## src/rtl/mips_pkg.sv

```systemverilog
// Shared definitions for the MIPS fetch path.
//   fetch_state_e : fetch controller state encoding (BOOT / FETCH / HALTED)
//   DEF_RESET_PC  : default boot address, must match the PC register reset
//   DEF_EXC_VEC   : default exception handler entry address
//   INSTR_W       : instruction / address word width
package mips_pkg;

  localparam int          INSTR_W      = 32;
  localparam logic [31:0] DEF_RESET_PC = 32'h0000_3000;
  localparam logic [31:0] DEF_EXC_VEC  = 32'h0000_4180;

  typedef enum logic [1:0] {
    BOOT   = 2'd0,
    FETCH  = 2'd1,
    HALTED = 2'd2
  } fetch_state_e;

endpackage

```

## src/rtl/fetch_ctrl.sv

```systemverilog
// Fetch-stage controller: picks the next PC and the PC write enable each
// cycle, arbitrating exception redirects, ID-stage branch redirects, hazard
// stalls and sequential fetch, all paced by the instruction-memory ack.
//
// Ports:
//   clk, rst          clock, asynchronous active-high reset
//   pc                current PC register value
//   stall_d           hazard-unit stall request
//   br_taken_d        ID-stage taken branch/jump
//   br_target_d       redirect target, valid with br_taken_d
//   exc_req           exception redirect request (single-cycle pulse)
//   halt              stop fetching until reset
//   imem_ack          instruction memory returned the word for pc
//   npc               next PC (PC register input)
//   PCEnF             PC write enable
//   imem_req          fetch request for address pc
//   flush_d           discard the instruction entering IF/ID this cycle
//   redirect_pending  a redirect is latched and waiting on imem_ack
module fetch_ctrl
  import mips_pkg::*;
#(
  parameter logic [31:0] RESET_PC = DEF_RESET_PC,
  parameter logic [31:0] EXC_VEC  = DEF_EXC_VEC
) (
  input  logic               clk,
  input  logic               rst,
  input  logic [INSTR_W-1:0] pc,
  input  logic               stall_d,
  input  logic               br_taken_d,
  input  logic [INSTR_W-1:0] br_target_d,
  input  logic               exc_req,
  input  logic               halt,
  input  logic               imem_ack,
  output logic [INSTR_W-1:0] npc,
  output logic               PCEnF,
  output logic               imem_req,
  output logic               flush_d,
  output logic               redirect_pending
);

  localparam int DATA_W = INSTR_W;

  fetch_state_e      state;
  logic              imem_req_q;
  logic              pend_tgt_vld;
  logic              pend_exc;
  logic [DATA_W-1:0] pend_tgt;

  logic              exc_now;
  logic              redir_now;
  logic [DATA_W-1:0] tgt_now;
  logic              tgt_load;

  // Every PC source is forced onto a word boundary.
  function automatic logic [DATA_W-1:0] word_align(input logic [DATA_W-1:0] a);
    return a & ~DATA_W'(3);
  endfunction

  // Sequential successor; wraps modulo 2^32.
  function automatic logic [DATA_W-1:0] seq_pc(input logic [DATA_W-1:0] a);
    return a + DATA_W'(4);
  endfunction

  // A pending target shadows any new br_taken_d: once a redirect is latched,
  // later branches in ID are on the wrong path.
  assign exc_now   = exc_req | pend_exc;
  assign redir_now = pend_tgt_vld | br_taken_d;
  assign tgt_now   = pend_tgt_vld ? pend_tgt : br_target_d;
  assign tgt_load  = (state == FETCH) && !halt && !imem_ack && br_taken_d && !pend_tgt_vld;

  always_comb begin
    npc     = word_align(pc);
    PCEnF   = 1'b0;
    flush_d = 1'b0;
    unique case (state)
      BOOT: npc = word_align(RESET_PC);
      FETCH: begin
        if (!halt && imem_ack) begin
          if (exc_now) begin
            npc     = word_align(EXC_VEC);
            PCEnF   = 1'b1;
            flush_d = 1'b1;
          end else if (redir_now) begin
            npc     = word_align(tgt_now);
            PCEnF   = 1'b1;
            flush_d = 1'b1;
          end else if (!stall_d) begin
            npc   = word_align(seq_pc(pc));
            PCEnF = 1'b1;
          end
        end
      end
      default: ;
    endcase
  end

  // Control: state, request and pending flags.
  always_ff @(posedge clk or posedge rst) begin
    if (rst) begin
      state        <= BOOT;
      imem_req_q   <= 1'b0;
      pend_tgt_vld <= 1'b0;
      pend_exc     <= 1'b0;
    end else begin
      unique case (state)
        BOOT: begin
          state        <= FETCH;
          imem_req_q   <= 1'b1;
          pend_tgt_vld <= 1'b0;
          pend_exc     <= 1'b0;
        end
        FETCH: begin
          if (halt) begin
            state        <= HALTED;
            imem_req_q   <= 1'b0;
            pend_tgt_vld <= 1'b0;
            pend_exc     <= 1'b0;
          end else if (imem_ack) begin
            // Any redirect taken on this ack consumes both pending entries;
            // an exception also discards a pending branch target.
            if (exc_now || redir_now) begin
              pend_tgt_vld <= 1'b0;
              pend_exc     <= 1'b0;
            end
          end else begin
            if (exc_req) pend_exc <= 1'b1;
            if (tgt_load) pend_tgt_vld <= 1'b1;
          end
        end
        HALTED: begin
          state      <= HALTED;
          imem_req_q <= 1'b0;
        end
        default: begin
          state      <= BOOT;
          imem_req_q <= 1'b0;
        end
      endcase
    end
  end

  // Data: pending target value, qualified by pend_tgt_vld.
  always_ff @(posedge clk) begin
    if (tgt_load) pend_tgt <= br_target_d;
  end

  assign imem_req         = imem_req_q;
  assign redirect_pending = pend_tgt_vld | pend_exc;

endmodule

```

## config.mk

```make
export PLATFORM = sky130hd
export DESIGN_NAME = fetch_ctrl
export DESIGN_NICKNAME = d
export VERILOG_FILES = /design/src/rtl/mips_pkg.sv /design/src/rtl/fetch_ctrl.sv
export SDC_FILE = /design/constraint.sdc
export NUM_CORES = 1
export LEC_CHECK = 0
export CAP_MARGIN = 10
export CORE_UTILIZATION = 30
export DETAILED_ROUTE_END_ITERATION = 10
export SYNTH_ARGS = -nofsm -noshare
export SYNTH_HDL_FRONTEND = slang
export SYNTH_SLANG_ARGS = --single-unit
```

## constraint.sdc

```tcl
create_clock -name clk -period 2.6 [get_ports clk]
set_input_delay 0.52 -clock clk [delete_from_list [all_inputs] [get_ports clk]]
set_output_delay 0.52 -clock clk [all_outputs]
set_load 0.005 [all_outputs]
```

-- Yosys cells after proc, flatten, opt, wreduce, memory -nomap -nowiden
Index checks and enable logic that the tools add are counted.
- register bits: 37
- bits of input ports: 71
- output and inout port bits: 36
- logic and storage cells: 56
- $add $sub $neg: 1
- equal/unequal tests: 6
- muxes and demuxes: 28
- bitwise gates (word level): 3
- reductions and logical operators: 13
- operators with widths (operator ; count):
    2-to-1 mux 32 bit ; 5
    one-hot mux 32 bit (2 select lines) ; 1
    adder 32 x 3 -> 32 bit, second input constant ; 1
    2-to-1 mux 1 bit ; 17
    != test 4 bit, second input constant ; 2
    one-hot mux 1 bit (2 select lines) ; 3
    one-hot mux 2 bit (3 select lines) ; 1
    AND reduction 3 bit ; 2
    logical AND 1 bit ; 5
    != test 4 x 3 -> 1 bit, second input constant ; 1
    logical NOT 1 bit ; 3
    bitwise OR 1 bit ; 3
    == test 2 x 1 -> 1 bit, second input constant ; 1
    == test 2 bit, second input constant ; 1
    logical NOT 2 bit ; 1
    2-to-1 mux 2 bit ; 1
    != test 2 bit, second input constant ; 1
    nonzero test 2 bit ; 1
    logical OR 1 bit ; 1

-- Depth between registers and ports, before layout
Gate-level depths: netlist (run 1).
- word-level depth: 9
- mapped depth: 10
- gate-level depth less buffers: 7

-- Worst setup path before layout (run 1)
OpenSTA, ideal clock, no wires.
- path type: input to register
- start: input br_taken_d
- end: register pend_tgt[10], enable pin
- setup time: 0.417 ns
- data arrival time: 2.229 ns
- path slack: -0.046 ns
- stages on the path: 3
- path through: clkbuf_1 -> nand3_1 -> nor2_1
- longest elaborated chain between the ends: 2
- RTL lines (item ; RTL line ; text):
    start, declared ; fetch_ctrl.sv:29 ; input logic br_taken_d,
    logical AND 1 bit (2 in a row) ; fetch_ctrl.sv:69 ; assign tgt_load = (state == FETCH) && !halt && !imem_ack && br_taken_d && !pend_tgt_vld;
    net tgt_load ; fetch_ctrl.sv:52 ; logic tgt_load;
    end signal, assigned ; fetch_ctrl.sv:144 ; if (tgt_load) pend_tgt <= br_target_d;
    end, declared ; fetch_ctrl.sv:47 ; logic [DATA_W-1:0] pend_tgt;
The timed path passes the listed nets, and every way through them passes these cells.
A chain may end at the register's enable or synchronous reset.

-- Worst setup path in the final report (run 1)
- start: input pc[3]
- end: output npc[16]
- longest elaborated chain between the ends: 6
- RTL lines (item ; RTL line ; text):
    start, declared ; fetch_ctrl.sv:27 ; input logic [INSTR_W-1:0] pc,
    adder 32 x 3 -> 32 bit ; fetch_ctrl.sv:61 ; return a + DATA_W'(4);
    2-to-1 mux 32 bit ; fetch_ctrl.sv:87 ; end else if (!stall_d) begin
    2-to-1 mux 32 bit ; fetch_ctrl.sv:83 ; end else if (redir_now) begin
    2-to-1 mux 32 bit ; fetch_ctrl.sv:79 ; if (exc_now) begin
    2-to-1 mux 32 bit ; fetch_ctrl.sv:78 ; if (!halt && imem_ack) begin
    one-hot mux 32 bit (2 select lines) ; fetch_ctrl.sv:75 ; unique case (state)
    end, declared ; fetch_ctrl.sv:34 ; output logic [INSTR_W-1:0] npc,
No other way between the ends.

==> results.tsv, run 1 <==
metric	value	unit
run_status	finished with violations	
violations	setup timing	
post_route_utilization	60.55	%
timing.critical_path.to_type	primary output	
worst_setup_hold_path_clk_slew	80	ps
area_growth_syn_to_layout	93.74	%
critPathLaunchType	input port	
post_synthesis_cells	321	
timing.critical_path.arrival	2130	ps
grt_pass1_wl	17.93	mm
finalWorstSetupSlack	-50.38	ps
vdd_ir_drop_max	0.0003812	V
worst_ep_required_time	2080	ps
dieWidth	97.55	um
total_power	3093	uW
grt_max_degree	31	
dominantRegCellSynth	sky130_fd_sc_hd__edfxtp_1	
ys_warns	0	
power-per-cell-area	582.9	mW/mm2
leakage	0.002209	uW
row_count	34	
timing.max_cap.violations	0	
dieHeight	97.55	um
share_of_flip_flops_with_an_asynchronous_set_or_reset	11.76	%
cts.path.max_buffers	2	
ys_ff_latch	34	
number_of_antenna_violations_at_the_first_check_in_global_routing	0	
per_cell_via_count_in_the_routed_design	5.517	
timing.critical_path.mode_cell	sky130_fd_sc_hd__buf_4	
buffer_ports.inserted	100	
fraction_of_final_layout_cells_sized_beyond_drive_strength_1	45.94	%
cts_hold_repair.buffers	0	
first_pass_iteration_count_of_the_detailed_router	4	
grt_util_all_layers	23.33	%
drt-initial-drc-count	207	
synth.cell_area	0.002739	mm2
route.final.wire_length	11.38	mm
numClockSinks	34	
setup_viol	4	
register_area_share_after_synthesis	36.55	%
drc	0	
n_antenna_cell	0	
place_inst	609	
rsz0062_at_grt	true	
grt.overflow.total	0	
synth_edf_count	30	
fin_crit	2650	ps
core_region_area	0.008763	mm2
path_max_fanout	4	
design.final.nets	615	
final.setup.tns	-132.7	ps
detailed_place_hpwl	8.232	mm
die_area	0.009516	mm2
setup.worst_path.class	in -> out	
h-tree-depth	2	
route.detailed.wl_per_inst	17.51	um
layout.cells.non_filler	650	
worst_path_max_delay_cell	sky130_fd_sc_hd__nor4_4	
antenna_left	0	
crit_chain	buf_8, ha_4, nand3b_1, nor4_4, buf_4, buf_4, buf_6, nand2_2, a21o_1, a22o_1, buf_2	
final_hold_viol_count	0	
dpl-instance-area	0.004582	mm2
syn_area_per_cell	8.532	um2
route.vias.total	3586	
clock_tree.root_cell	sky130_fd_sc_hd__clkbuf_8	
crit_path_max_incr_delay	330	ps
synth_cell_types	57	
boundaryPins	107	
finalInstanceArea	0.005306	mm2
worst_skew_pair.late_latency	290	ps
final-max-slew-violation-count	0	
gp_congestion	0.9009	
tritoncts	done	
max_fclk	0.3773	GHz
initial_cell_density_of_the_core	31.25	%
first_global_vias	3640	
post-route-period-util	101.9	%
cts-buffers-inserted	5	
fin_worst_skew	8.608	ps
layout.cells.most_common	sky130_fd_sc_hd__buf_4	
hold_path.class	in -> async	
mostFrequentLayoutCells	sky130_fd_sc_hd__buf_4, sky130_fd_sc_hd__clkdlybuf4s50_1, sky130_fd_sc_hd__edfxtp_1	
-- critical path: cells and delay by family --
kind / cells / cell delay, ps
AND/OR/NAND/NOR: 3 / 500
buffers and inverters: 5 / 610
AO/OA/AOI/OAI: 2 / 370
adder cells (fa/ha/maj): 1 / 120
-- timing repair --
item                       CTS  global route
setup endpoints to repair   32            25
gates cloned                 2             0
resized for setup          225            71
buffers inserted            23             8
pin swaps                   46            29
-- area by class of cell --
class	instances	area, um2
fillers	764	3457
clock buffers	5	68.82
repair buffers	230	1959
multi-input cells	251	2002
well taps	108	135.1
inverters	19	71.32
flip-flops and latches	34	1001
clock inverters	3	68.82
-- metrics by stage --
step	setup slack (ps)	hold slack, ps
after global routing	-144.7	439.5
after floorplan	170.5	286.1
after detailed placement	-868.2	606.8
after CTS	-108.8	416.5
final	-50.38	416.7
after global placement	-817.5	581.5
-- sequential cells by signal, summed over array words and instances (netlist names) --
signal        flops
pend_tgt         30
state             2
pend_exc          1
pend_tgt_vld      1
-- layer usage --
layer | share of wire (%) | track usage (%) | vias to the layer above | wire (um)
met2 | 50 | 41.31 | 137 | 5703
met5 | 0 | 0 | - | 0
met4 | 3.0 | 8.484 | 0 | 337
li1 | - | - | 1685 | -
met3 | 5.8 | 3.741 | 22 | 658
met1 | 41 | 28.33 | 1742 | 4680
-- cells in the mapped netlist, types with 4 or more instances --
master,n,share of area (%)
sky130_fd_sc_hd__edfxtp_1,30,33
sky130_fd_sc_hd__o21ai_0,28,5.1
sky130_fd_sc_hd__nor2_1,27,3.7
sky130_fd_sc_hd__inv_1,19,2.6
sky130_fd_sc_hd__a21oi_1,18,3.3
sky130_fd_sc_hd__nand2_1,17,2.3
sky130_fd_sc_hd__nand3_1,16,2.9
sky130_fd_sc_hd__o22ai_1,15,3.4
sky130_fd_sc_hd__clkbuf_1,14,1.9
sky130_fd_sc_hd__nand4_1,12,2.7
sky130_fd_sc_hd__nand2b_1,10,2.3
sky130_fd_sc_hd__a22o_1,6,1.9
sky130_fd_sc_hd__a22oi_1,6,1.6
sky130_fd_sc_hd__a31oi_1,6,1.4
sky130_fd_sc_hd__nand3b_1,5,1.4
sky130_fd_sc_hd__o221ai_1,5,1.6
sky130_fd_sc_hd__o31ai_1,5,1.4
sky130_fd_sc_hd__dfrtp_1,4,3.7
sky130_fd_sc_hd__nor3_1,4,0.73
sky130_fd_sc_hd__o21a_1,4,1.1
sky130_fd_sc_hd__o2bb2ai_1,4,1.3
sky130_fd_sc_hd__xnor2_1,4,1.3
-- path summary, 6_finish.rpt --
kind | startpoint | endpoint | slack [ps] | cells past startpoint
min in group clk | pend_exc$_DFFE_PP0P_ | pend_exc$_DFFE_PP0P_ | 630 | 2
max reg2reg | state[1]$_DFFE_PP0P_ | pend_tgt[9]$_DFFE_PP_ | 1070 | 6
max in group asynchronous | rst | pend_tgt_vld$_DFFE_PP0P_ | 2020 | 2
max | pc[3] | npc[16] | -50 | 11
min | rst | pend_exc$_DFFE_PP0P_ | 420 | 2
min reg2reg | pend_exc$_DFFE_PP0P_ | pend_exc$_DFFE_PP0P_ | 630 | 2
-- where the power goes --
group          switching [uW]  internal (uW)
Sequential               27.8            639
Clock                     225            385
Combinational             876            942
Total                    1130           1960
-- cell families (layout without fill, tap and decap cells) --
logic type | Yosys count | count (layout) | synth area share, %
multiplexers | 3 | 3 | 1.096
AO/OA/AOI/OAI | 117 | 117 | 28.19
adder cells (fa/ha/maj) | 3 | 3 | 1.371
AND/OR/NAND/NOR | 120 | 120 | 25.31
flip-flops | 34 | 34 | 36.55
other | 1 | 2 | 0.1369
XOR/XNOR | 6 | 6 | 1.919
buffers and inverters | 37 | 257 | 5.436
Power figures use the tool's default switching activity.
==> run 2, diff against run 1 <==
==> constraint.sdc (replaced) <==
create_clock -name clk -period 2.6 [get_ports clk]
set_input_delay 0.52 -clock clk [delete_from_list [all_inputs] [get_ports clk]]
set_output_delay 0.52 -clock clk [all_outputs]
set_load 0.1 [all_outputs]
==> run 2 against run 1 <==
  * Setup slack lost 110 ps
  * The run still ends with setup timing left
  * Worst hold slack lost 8.0 ps
  * Critical path depth shrank 3
==> results.tsv, run 2 (synthesized netlist as in run 1, its figures left out) <==
metric	value	unit
area_growth_syn_to_layout	129.8	%
antenna_left	0	
drc	0	
leakage	0.002494	uW
per_cell_via_count_in_the_routed_design	5.504	
number_of_antenna_violations_at_the_first_check_in_global_routing	0	
first_global_vias	3794	
setup.worst_path.class	reg -> out	
grt_max_degree	31	
finalInstanceArea	0.006295	mm2
drt-initial-drc-count	158	
h-tree-depth	2	
detailed_place_hpwl	8.366	mm
dieHeight	97.55	um
rsz0062_at_grt	true	
fraction_of_final_layout_cells_sized_beyond_drive_strength_1	56.86	%
timing.critical_path.to_type	primary output	
n_antenna_cell	0	
post_route_utilization	71.83	%
hold_slack	408.7	ps
route.detailed.wl_per_inst	18.71	um
first_pass_iteration_count_of_the_detailed_router	4	
largest_register_ffs	30	
buffer_ports.inserted	100	
initial_cell_density_of_the_core	31.25	%
final_hold_viol_count	0	
dpl-instance-area	0.005425	mm2
timing.critical_path.arrival	2240	ps
tritoncts	done	
route.vias.total	3682	
row_count	34	
grt_util_all_layers	25.68	%
timing.max_cap.violations	0	
final-max-slew-violation-count	0	
worst_setup_hold_path_clk_slew	70	ps
critPathLaunchType	flop	
finalWorstSetupSlack	-164.9	ps
fin_crit	2765	ps
power-per-cell-area	892.6	mW/mm2
registers.top_by_ff_count	pend_tgt	
layout.cells.most_common	sky130_fd_sc_hd__buf_4	
cts-buffers-inserted	5	
grt.overflow.total	0	
setup.reg_to_reg.worst_slack	1070	ps
hold_path.class	in -> async	
fin_worst_skew	16.78	ps
mostFrequentLayoutCells	sky130_fd_sc_hd__buf_4, sky130_fd_sc_hd__clkdlybuf4s50_1, sky130_fd_sc_hd__buf_12	
setup_viol	18	
grt_pass1_wl	19.36	mm
path_max_fanout	6	
core_region_area	0.008763	mm2
die_area	0.009516	mm2
clock_tree.root_cell	sky130_fd_sc_hd__clkbuf_8	
post-route-period-util	106.3	%
max_fclk	0.3617	GHz
worst_skew_pair.late_latency	310	ps
design.final.nets	634	
vdd_ir_drop_max	0.0008326	V
numClockSinks	34	
run_status	finished with violations	
violations	setup timing	
boundaryPins	107	
gp_congestion	0.8788	
cts.path.max_buffers	2	
dieWidth	97.55	um
worst_ep_required_time	2080	ps
route.final.wire_length	12.52	mm
top_regs	pend_tgt (30), state (2)	
run 2: power by group:
group | switching [uW] | internal [uW]
sequential | 37.4 | 644
clock | 227 | 214
combinational | 2720 | 1780
run 2: stage by stage:
step / TNS (ps) / std cells / power, uW / setup WS, ps
after floorplan: -7953 / 322 / 3345 / -1036
after global placement: -9936 / 619 / 4856 / -548.0
after detailed placement: -10980 / 619 / 4884 / -591.9
after CTS: -964.1 / 658 / 5507 / -150.3
after global routing: -2799 / 669 / 5792 / -209.8
final: -1350 / 669 / 5618 / -164.9
run 2: per-layer routing:
layer / share of wire (%) / track usage, %
met5: 0 / 0
met4: 2.9 / 9.502
met3: 5.5 / 3.741
met2: 51 / 44.92
met1: 41 / 31.83
run 2: layout make-up:
type	instances	area, um2
clock inverters	1	5.005
flip-flops and latches	34	1006
well taps	108	135.1
multi-input cells	252	2431
repair buffers	248	2560
fillers	599	2469
inverters	19	71.32
clock buffers	7	86.33
run 2: path summary, 6_finish.rpt:
check | from | end | depth (start not counted)
setup / recovery | state[0]$_DFFE_PP0P_ | npc[31] | 8
hold / removal | rst | state[0]$_DFFE_PP0P_ | 2
setup reg to reg | state[1]$_DFFE_PP0P_ | pend_tgt[7]$_DFFE_PP_ | 6
hold reg to reg | pend_exc$_DFFE_PP0P_ | pend_exc$_DFFE_PP0P_ | 2
max in group asynchronous | rst | state[0]$_DFFE_PP0P_ | 2
min in group clk | pend_exc$_DFFE_PP0P_ | pend_exc$_DFFE_PP0P_ | 2
run 2: critical path, stage by stage, from the launching register on:
cell                      delay [ps]
sky130_fd_sc_hd__dfrtp_4         500
sky130_fd_sc_hd__ha_4            180
sky130_fd_sc_hd__and3b_2         270
sky130_fd_sc_hd__nand2_4         140
sky130_fd_sc_hd__buf_6           130
sky130_fd_sc_hd__nor3_2           40
sky130_fd_sc_hd__and4_1          200
sky130_fd_sc_hd__a211o_4         320
sky130_fd_sc_hd__buf_12          170
run 2: timing repair:
item | in CTS | in global routing
gates cloned | 3 | 0
pin swaps | 45 | 33
setup endpoints to repair | 30 | 28
resized for setup | 170 | 50
hold buffers | 0 | 0
setup buffers | 29 | 15
